File: config.mk
export PLATFORM = sky130hd
export DESIGN_NAME = param_sync_fifo_flat
export DESIGN_NICKNAME = d
export VERILOG_FILES = /design/src/rtl/param_sync_fifo_if.sv /design/src/rtl/param_sync_fifo.sv /design/src/flat_wrapper.sv
export SDC_FILE = /design/constraint.sdc
export NUM_CORES = 1
export LEC_CHECK = 0
export CAP_MARGIN = 10
export CORE_MARGIN = 3
export CORE_UTILIZATION = 52
export CTS_CLUSTER_SIZE = 8
export DETAILED_ROUTE_END_ITERATION = 10
export GPL_TIMING_DRIVEN = 0
export PLACE_DENSITY_LB_ADDON = 0.15
export SYNTH_ARGS = -nofsm -noshare
export SYNTH_HDL_FRONTEND = slang
export SYNTH_SLANG_ARGS = --single-unit
File: constraint.sdc
create_clock -name clk -period 2.5 [get_ports clk]
set_input_delay 0.5 -clock clk [delete_from_list [all_inputs] [get_ports clk]]
set_output_delay 0.5 -clock clk [all_outputs]
set_load 0.005 [all_outputs]
File: src/rtl/param_sync_fifo_if.sv
// Handshake/bus bundle for param_sync_fifo: write side, read side, status flags and occupancy.
// Ports: wr_en/data_in/rd_en driven by the user (master), data_out/data_valid/flags/count driven by the FIFO (slave).
// With PARAM_SYNC_FIFO_ERR_FLAGS_EN defined the bundle also carries err_clr, overflow and underflow.
interface param_sync_fifo_if #(
    parameter int DATA_WIDTH = 8,
    parameter int DEPTH      = 8
);
    localparam int CW = $clog2(DEPTH + 1);

    logic                  wr_en;
    logic [DATA_WIDTH-1:0] data_in;
    logic                  rd_en;
    logic [DATA_WIDTH-1:0] data_out;
    logic                  data_valid;
    logic                  full;
    logic                  empty;
    logic                  almost_full;
    logic                  almost_empty;
    logic [CW-1:0]         count;
`ifdef PARAM_SYNC_FIFO_ERR_FLAGS_EN
    logic                  err_clr;
    logic                  overflow;
    logic                  underflow;
`endif

    modport master (
        output wr_en, data_in, rd_en,
        input  data_out, data_valid, full, empty, almost_full, almost_empty, count
`ifdef PARAM_SYNC_FIFO_ERR_FLAGS_EN
        , output err_clr, input overflow, underflow
`endif
    );

    modport slave (
        input  wr_en, data_in, rd_en,
        output data_out, data_valid, full, empty, almost_full, almost_empty, count
`ifdef PARAM_SYNC_FIFO_ERR_FLAGS_EN
        , input err_clr, output overflow, underflow
`endif
    );
endinterface

File: src/rtl/param_sync_fifo.sv
// Single-clock FIFO, any depth >= 2, programmable almost-full/almost-empty watermarks, standard or FWFT read.
// Latency: standard mode data_out 1 cycle after accepted read; FWFT mode head word visible 1 cycle after write.
// Backpressure: writes ignored while full, reads ignored while empty. Optional macro PARAM_SYNC_FIFO_ERR_FLAGS_EN
// adds sticky overflow/underflow flags with synchronous err_clr.
// Ports: clk, reset (async active-high), bus (param_sync_fifo_if.slave).
module param_sync_fifo #(
    parameter int DATA_WIDTH    = 8,
    parameter int DEPTH         = 8,
    parameter int AFULL_THRESH  = 6,
    parameter int AEMPTY_THRESH = 2,
    parameter int FWFT          = 0
) (
    input  logic                 clk,
    input  logic                 reset,
    param_sync_fifo_if.slave     bus
);
    localparam int CW = $clog2(DEPTH + 1);
    localparam int PW = (DEPTH > 1) ? $clog2(DEPTH) : 1;

    // Elaboration-time parameter checks
    if (DATA_WIDTH < 1) begin : g_bad_width
        $fatal(1, "param_sync_fifo: DATA_WIDTH must be >= 1");
    end
    if (DEPTH < 2) begin : g_bad_depth
        $fatal(1, "param_sync_fifo: DEPTH must be >= 2");
    end
    if (AFULL_THRESH < 1 || AFULL_THRESH > DEPTH) begin : g_bad_afull
        $fatal(1, "param_sync_fifo: AFULL_THRESH out of range 1..DEPTH");
    end
    if (AEMPTY_THRESH < 0 || AEMPTY_THRESH > DEPTH - 1) begin : g_bad_aempty
        $fatal(1, "param_sync_fifo: AEMPTY_THRESH out of range 0..DEPTH-1");
    end

    logic [DATA_WIDTH-1:0] mem [DEPTH];
    logic [PW-1:0]         wr_ptr;
    logic [PW-1:0]         rd_ptr;
    logic [CW-1:0]         count_q;
    logic                  is_full;
    logic                  is_empty;
    logic                  wr_acc;
    logic                  rd_acc;

    // Non-power-of-2 depth: wrap explicitly at DEPTH-1
    function automatic logic [PW-1:0] ptr_inc(input logic [PW-1:0] p);
        return (p == PW'(DEPTH - 1)) ? '0 : p + 1'b1;
    endfunction

    assign is_full  = (count_q == CW'(DEPTH));
    assign is_empty = (count_q == '0);
    // Accept decisions use registered flags only, so no write-through when full or read-through when empty
    assign wr_acc   = bus.wr_en && !is_full;
    assign rd_acc   = bus.rd_en && !is_empty;

    assign bus.full         = is_full;
    assign bus.empty        = is_empty;
    assign bus.almost_full  = (count_q >= CW'(AFULL_THRESH));
    assign bus.almost_empty = (count_q <= CW'(AEMPTY_THRESH));
    assign bus.count        = count_q;

    always_ff @(posedge clk or posedge reset) begin
        if (reset) begin
            wr_ptr  <= '0;
            rd_ptr  <= '0;
            count_q <= '0;
        end else begin
            if (wr_acc) wr_ptr <= ptr_inc(wr_ptr);
            if (rd_acc) rd_ptr <= ptr_inc(rd_ptr);
            count_q <= count_q + CW'(wr_acc) - CW'(rd_acc);
        end
    end

    // Storage is deliberately not reset; the occupancy counter makes stale words unreachable
    always_ff @(posedge clk) begin
        if (wr_acc) mem[wr_ptr] <= bus.data_in;
    end

    if (FWFT == 0) begin : g_std
        logic [DATA_WIDTH-1:0] dout_q;
        logic                  dv_q;

        always_ff @(posedge clk or posedge reset) begin
            if (reset) begin
                dout_q <= '0;
                dv_q   <= 1'b0;
            end else begin
                dv_q <= rd_acc;
                if (rd_acc) dout_q <= mem[rd_ptr];
            end
        end

        assign bus.data_out   = dout_q;
        assign bus.data_valid = dv_q;
    end else begin : g_fwft
        // Head word is presented combinationally; rd_en acts as a pop
        assign bus.data_out   = is_empty ? '0 : mem[rd_ptr];
        assign bus.data_valid = !is_empty;
    end

`ifdef PARAM_SYNC_FIFO_ERR_FLAGS_EN
    logic ovf_q;
    logic udf_q;

    // Setting takes priority over a clear in the same cycle
    always_ff @(posedge clk or posedge reset) begin
        if (reset) begin
            ovf_q <= 1'b0;
            udf_q <= 1'b0;
        end else begin
            if (bus.wr_en && is_full) ovf_q <= 1'b1;
            else if (bus.err_clr)     ovf_q <= 1'b0;
            if (bus.rd_en && is_empty) udf_q <= 1'b1;
            else if (bus.err_clr)      udf_q <= 1'b0;
        end
    end

    assign bus.overflow  = ovf_q;
    assign bus.underflow = udf_q;
`endif
endmodule

File: src/flat_wrapper.sv
// flat-port wrapper written by rule: the top's interface ports become plain ports
module param_sync_fifo_flat 
#(
    parameter int DATA_WIDTH    = 8,
    parameter int DEPTH         = 8,
    parameter int AFULL_THRESH  = 6,
    parameter int AEMPTY_THRESH = 2,
    parameter int FWFT          = 0
)
  (clk, reset, bus_wr_en, bus_data_in, bus_rd_en, bus_data_out, bus_data_valid, bus_full, bus_empty, bus_almost_full, bus_almost_empty, bus_count);
  param_sync_fifo_if #(.DATA_WIDTH(DATA_WIDTH), .DEPTH(DEPTH)) bus_i ();
  input  logic clk;
  input  logic reset;
  input wire logic [$bits(bus_i.wr_en)-1:0] bus_wr_en;
  input wire logic [$bits(bus_i.data_in)-1:0] bus_data_in;
  input wire logic [$bits(bus_i.rd_en)-1:0] bus_rd_en;
  output wire logic [$bits(bus_i.data_out)-1:0] bus_data_out;
  output wire logic [$bits(bus_i.data_valid)-1:0] bus_data_valid;
  output wire logic [$bits(bus_i.full)-1:0] bus_full;
  output wire logic [$bits(bus_i.empty)-1:0] bus_empty;
  output wire logic [$bits(bus_i.almost_full)-1:0] bus_almost_full;
  output wire logic [$bits(bus_i.almost_empty)-1:0] bus_almost_empty;
  output wire logic [$bits(bus_i.count)-1:0] bus_count;
  assign bus_i.wr_en = bus_wr_en;
  assign bus_i.data_in = bus_data_in;
  assign bus_i.rd_en = bus_rd_en;
  assign bus_data_out = bus_i.data_out;
  assign bus_data_valid = bus_i.data_valid;
  assign bus_full = bus_i.full;
  assign bus_empty = bus_i.empty;
  assign bus_almost_full = bus_i.almost_full;
  assign bus_almost_empty = bus_i.almost_empty;
  assign bus_count = bus_i.count;
  param_sync_fifo #(.DATA_WIDTH(DATA_WIDTH), .DEPTH(DEPTH), .AFULL_THRESH(AFULL_THRESH), .AEMPTY_THRESH(AEMPTY_THRESH), .FWFT(FWFT)) u_core (.clk(clk), .reset(reset), .bus(bus_i));
endmodule
======== Yosys cells after proc, flatten, opt, wreduce, memory -nomap -nowiden ========
Memory sizes are Yosys's and may differ from the RTL's. A register that Yosys moved wholly into a read port is not among the register bits.
Cells that the tools add are included.
storage, ports and cells
  register bits ........................... 11
  RAM bits ................................ 64
  bits of input ports ..................... 12
  output and inout bits ................... 17
  logic and storage cells ................. 23
  memories kept ........................... 1
operators by class
  add/subtract/negate cells ............... 4
  order comparisons ....................... 2
  equal/unequal tests ..................... 3
  multiplexer cells ....................... 4
  reduce and logical (&&, ||, !) cells .... 5
memory list
  name        words  bits a word  read ports  clocked after Yosys merged registers in  wr ports  RTL line               text
  u_core.mem  8      8            1           1                                        1         param_sync_fifo.sv:34  logic [DATA_WIDTH-1:0] mem [DEPTH];
operators with widths
  operator                                                            count
  adder 3 x 1 -> 3 bit (second input constant)                        2
  equality test 3 bit (second input constant)                         2
  2-to-1 mux 3 bit                                                    2
  adder 4 x 1 -> 4 bit                                                1
  equality test 4 bit (second input constant)                         1
  greater-or-equal comparator 4 x 3 -> 1 bit (second input constant)  1
  <= comparator 4 x 2 -> 1 bit (second input constant)                1
  zero test 4 bit                                                     1
  subtractor 4 x 1 -> 4 bit                                           1
  logical AND 1 bit                                                   2
  zero test 1 bit                                                     2
  2-to-1 mux 1 bit                                                    2

======== Depth between registers and ports, before layout ========
  depth in word-level cells ............... 5
  depth in mapped cells ................... 12
  mapped depth without buffers ............ 11

======== Worst setup path before layout ========
No wires, ideal clock.
  kind .................................... flip-flop to flip-flop
  start point ............................. register u_core.count_q[2], in the netlist u_core.bus.count[2]
  end point ............................... register u_core.count_q[2], in the netlist u_core.bus.count[2]
  setup time .............................. 0.123 ns
  arrival time ............................ 2.284 ns
  required time ........................... 2.377 ns
  slack ................................... 0.093 ns
  stages on the path, launching flop included .. 13
  buffers on the path ..................... 1
  clock period less this slack ............ 2.407 ns
  cells stage by stage .................... dfrtp_1 > inv_1 > ha_1 > nor3b_1 > nand2b_1 > buf_4 > inv_1 > ha_1 > inv_1 > ha_1 > inv_1 > fa_1 > xnor2_1
on the way
  elaborated cells on any way between the ends .. 8
  those cells by class .................... 2 x add/sub; 1 x eq/ne; 5 x reduce/logical
RTL lines
  element                    RTL line               text
  start: declaration         param_sync_fifo.sv:37  logic [CW-1:0] count_q;
  start signal: assignment   param_sync_fifo.sv:68  count_q <= count_q + CW'(wr_acc) - CW'(rd_acc);
  zero test 4 bit            param_sync_fifo.sv:49  assign is_empty = (count_q == '0);
  zero test 1 bit            param_sync_fifo.sv:52  assign rd_acc = bus.rd_en && !is_empty;
  logical AND 1 bit          param_sync_fifo.sv:52
  net u_core.rd_acc          param_sync_fifo.sv:41  logic rd_acc;
  subtractor 4 x 1 -> 4 bit  param_sync_fifo.sv:68
The timed path passes the listed nets, and every way through them passes these cells.
A chain may end at the register's enable or synchronous reset.

======== Worst setup path after layout ========
  start point ............................. register u_core.count_q[3], in the netlist u_core.bus.count[3]
  end point ............................... register u_core.count_q[1], in the netlist u_core.bus.count[1]
Same word-level chain as after synthesis.

==> metrics.md <==
| Metric | Value |
|---|---|
| R2R Path Start | u_core.bus.count[3] |
| Boundary Pins | 29 |
| Status | finished, final reports clean |
| Most used cell, CP | inv_2 |
| Crit-path max cell delay | 0.50 ns |
| Average vias per placed instance | roughly 5.7 |
| # H-tree levels | 3 |
| Crit path cell chain | inv_2, ha_4, nor3b_4, nand2b_4, buf_12, inv_2, ha_1, inv_1, ha_2, inv_2, fa_2, inv_1 |
| Syn Std Cell Area | about 0.0036 mm² |
| Die width | 88.7 µm |
| Final hold slack | around 0.53 ns |
| Final hold vios | 0 |
| VDD IR-drop max | around 0.54 mV |
| Worst-Skew Late Latency | roughly 0.35 ns |
| Dpl cells | approximately 330 |
| Net count reported at finish | approximately 300 |
| PD cells | approximately 1200 mW/mm² |
| Synth Flop Type | edfxtp_1 |
| Rows | 29 |
| Register area share after synthesis | about two thirds |
| GRT Util Overall | between 10% and 20% |
| Gr ovfl total | 0 |
| Core ar. | 0.00649 mm² |
| Arrival time at the worst endpoint | 2.66 ns |
| Drc violations | 0 |
| Yosys warnings | 0 |
| Register area | between 0.002 and 0.0025 mm² |
| Fraction of registers with async set/reset | between 20% and 30% |
| Port Buf Inserts | 28 |
| Static leakage | between 1.5 and 2 nW |
| #FFs+latches synth | 83 |
| CP required | around 2.7 ns |
| Hpwl dp | 4.56 mm |
| Avg Inst Size Synth | 16.1 µm² |
| CTS clock-pin slew for the worst setup and hold paths | approximately 0.09 ns |
| Skew final | around 0.013 ns |
| Setup crit end kind | flip-flop |
| Area delta synth->final | 22.3% |
| Final Util | ~67% |
| Initial antenna violation count | 0 |
| Routed WL per cell | around 20 µm |
| Yosys cell types | 33 |
| Cells after Synth | roughly 220 |
| Hold Crit Start | u_core.bus.data_out[6] |
| Post-synth net total | 247 |
| Gpl congestion | approximately 0.7 |
| CTS root buf | clkbuf_8 |
| Die ar. | 0.00787 mm² |
| Num CTS Buffers | 9 |
| Number of synthesized flops with an enable pin | 64 |
| R2r worst-path depth | 12 |
| Clock Tree Buf Depth | 2 |
| CTS Hold Bufs | 0 |
| Setup_tns | 0 ns |
| Least-Margin Pin Slew | about 1 ns |
| Iter 0 DRT Violations | between 150 and 200 |
| ANT nets after route | 0 |
| DRT Pass-1 Iters | 4 |
| Layout cell share with drive strength beyond 1 | about 27% |
| Min-delay worst type | flip-flop to flip-flop |
| Largest fanout on the critical path | 4 |
| TritonCTS clock tree | built |
| Clock sink count | 83 |
| Critical Path Slowest Stage Cell | fa_2 |
| ANT cells | 0 |
| Min cycle time layout | 2.42 ns |
| Slew headroom | 33.0% |
| First-pass GRT wire length | 10.8 mm |
| Die Y | 88.7 µm |
| Vias in the first global route | 2026 |
| Pins Over Slew Limit | 0 |
| Max capacitance violation total | 0 |
| Largest net degree at the start of global routing | 20 |
| Initial Util | between 50% and 60% |
| Drt total wl | ~7 mm |
| Post-Layout Cell Count | between 300 and 400 |
| WHS Path Cells | 2 |
| Period utilisation layout | between 90% and 100% |
| Vias | roughly 2000 |
| Fill cells | around 450 |
| Multi-input logic area | ~0.0011 mm² |
| Fmax | between 400 and 500 MHz |
| Critical path startpoint category | flip-flop |
| Setup Viol. Count Final | 0 |
| Critical Path Start | u_core.bus.count[3] |
| CP Class | flip-flop to flip-flop |
-- cell families (layout without fill, tap and decap cells) --
group,count (synthesis),count (layout),share of synthesized area (%)
simple gates,26,26,4.01
flops,83,83,67.3
mux,37,37,11.1
compound gates,38,38,8.37
xor+xnor,2,2,0.492
buf+inv,21,81,3.51
fa+ha+maj,14,14,5.13
-- placed cells by master, fill, tap and decap left out, types with 2 or more instances in the layout --
| master | synthesis | layout |
|---|---|---|
| inv_2 | 0 | 4 |
| clkdlybuf4s50_1 | 0 | 26 |
| o31ai_2 | 8 | 8 |
| bufinv_16 | 0 | 2 |
| inv_1 | 13 | 9 |
| nor3_2 | 0 | 2 |
| clkinvlp_4 | 0 | 2 |
| dlymetal6s2s_1 | 0 | 2 |
| nor3_1 | 4 | 2 |
| buf_1 | 2 | 2 |
| nand2_1 | 4 | 4 |
| mux2_1 | 4 | 4 |
| clkbuf_8 | 0 | 9 |
| o22ai_1 | 8 | 8 |
| buf_12 | 1 | 2 |
| dfrtp_1 | 19 | 19 |
| buf_4 | 1 | 16 |
| nor2_1 | 6 | 6 |
| buf_8 | 1 | 2 |
| a22o_1 | 8 | 8 |
| buf_6 | 2 | 2 |
| mux2i_1 | 16 | 16 |
| ha_1 | 13 | 11 |
| nand2b_1 | 5 | 4 |
| o21ai_0 | 11 | 11 |
| mux2_2 | 17 | 17 |
| edfxtp_1 | 64 | 64 |
| nor2b_1 | 2 | 2 |
-- worst max-delay path: cells and delay by family (launching register included) --
family	cells	cell delay, ns
adders and majority gates	4	1.08
and+or+nand+nor	2	0.46
DFF	1	0.41
buffers and inverters	6	0.37
-- state kept, by name (all words and copies together), names as in the netlist --
name,cells
u_core.wr_ptr,3
u_core.bus.count,4
u_core.bus.data_out,8
u_core.rd_ptr,3
u_core.mem,64
u_core.bus.data_valid,1
-- routing by layer --
| layer | global-route usage [%] | part of all wire (%) | wire length (µm) |
|---|---|---|---|
| met4 | 5.36 | 1.1 | 80 |
| met1 | 25.6 | 42 | 2970 |
| met5 | 0 | 0 | 0 |
| met3 | 5.31 | 5.5 | 392 |
| met2 | 32.1 | 52 | 3700 |
-- repair_timing --
item / 4_1_cts / 5_1_grt
setup buffers: 4 / 9
gates resized for setup: 10 / 10
setup endpoints to repair: 5 / 5
pin swaps: 0 / 2
-- power by group --
part,internal (W),switching (W),total [W]
registers,0.00181,0.000206,0.00202
logic,0.00108,0.000963,0.00204
clock network,0.000558,0.000459,0.00102
total,0.00345,0.00163,0.00508
-- path summary, 6_finish.rpt --
kind / to / slack, ns
max: u_core.bus.count[1] / 0.08
min: u_core.bus.data_out[6] / 0.53
max reg2reg: u_core.bus.count[1] / 0.08
min reg2reg: u_core.bus.data_out[6] / 0.53
max in group asynchronous: u_core.bus.data_out[2] / 1.39
min in group asynchronous: u_core.rd_ptr[0] / 0.60
-- synth_stat cells, drive strengths merged (2+ instances only) --
library cell	instances	area, µm²
ha	13	163
nor2b	2	12.5
a22o	8	70.1
mux2i	16	160
o21ai	11	55.1
o31ai	8	100
dfrtp	19	475
o22ai	8	50.1
inv	13	48.8
nor3	4	20.0
buf	7	72.6
mux2	21	236
nand2b	5	31.3
nor2	6	22.5
edfxtp	64	1920
nand2	5	26.3
-- per-stage QoR --
step	total power [W]	cell area (µm²)	setup slack, ns
after floorplan	0.00321	3560	0.0930
after global placement	0.00382	3940	-0.499
after detailed placement	0.00392	3980	-0.314
after CTS	0.00502	4260	0.00480
after global routing	0.00538	4350	-0.0109
final	0.00508	4350	0.0809
-- layout make-up --
type | count | share of cell area, %
flip-flops and latches | 83 | 55.1
multi-input cells | 117 | 25.0
repair buffers | 44 | 9.31
clock buffers | 9 | 2.84
plain buffers | 8 | 2.30
well taps | 77 | 2.21
clock inverters | 7 | 2.13
inverters | 13 | 1.12
Power figures use the tool's default switching activity.
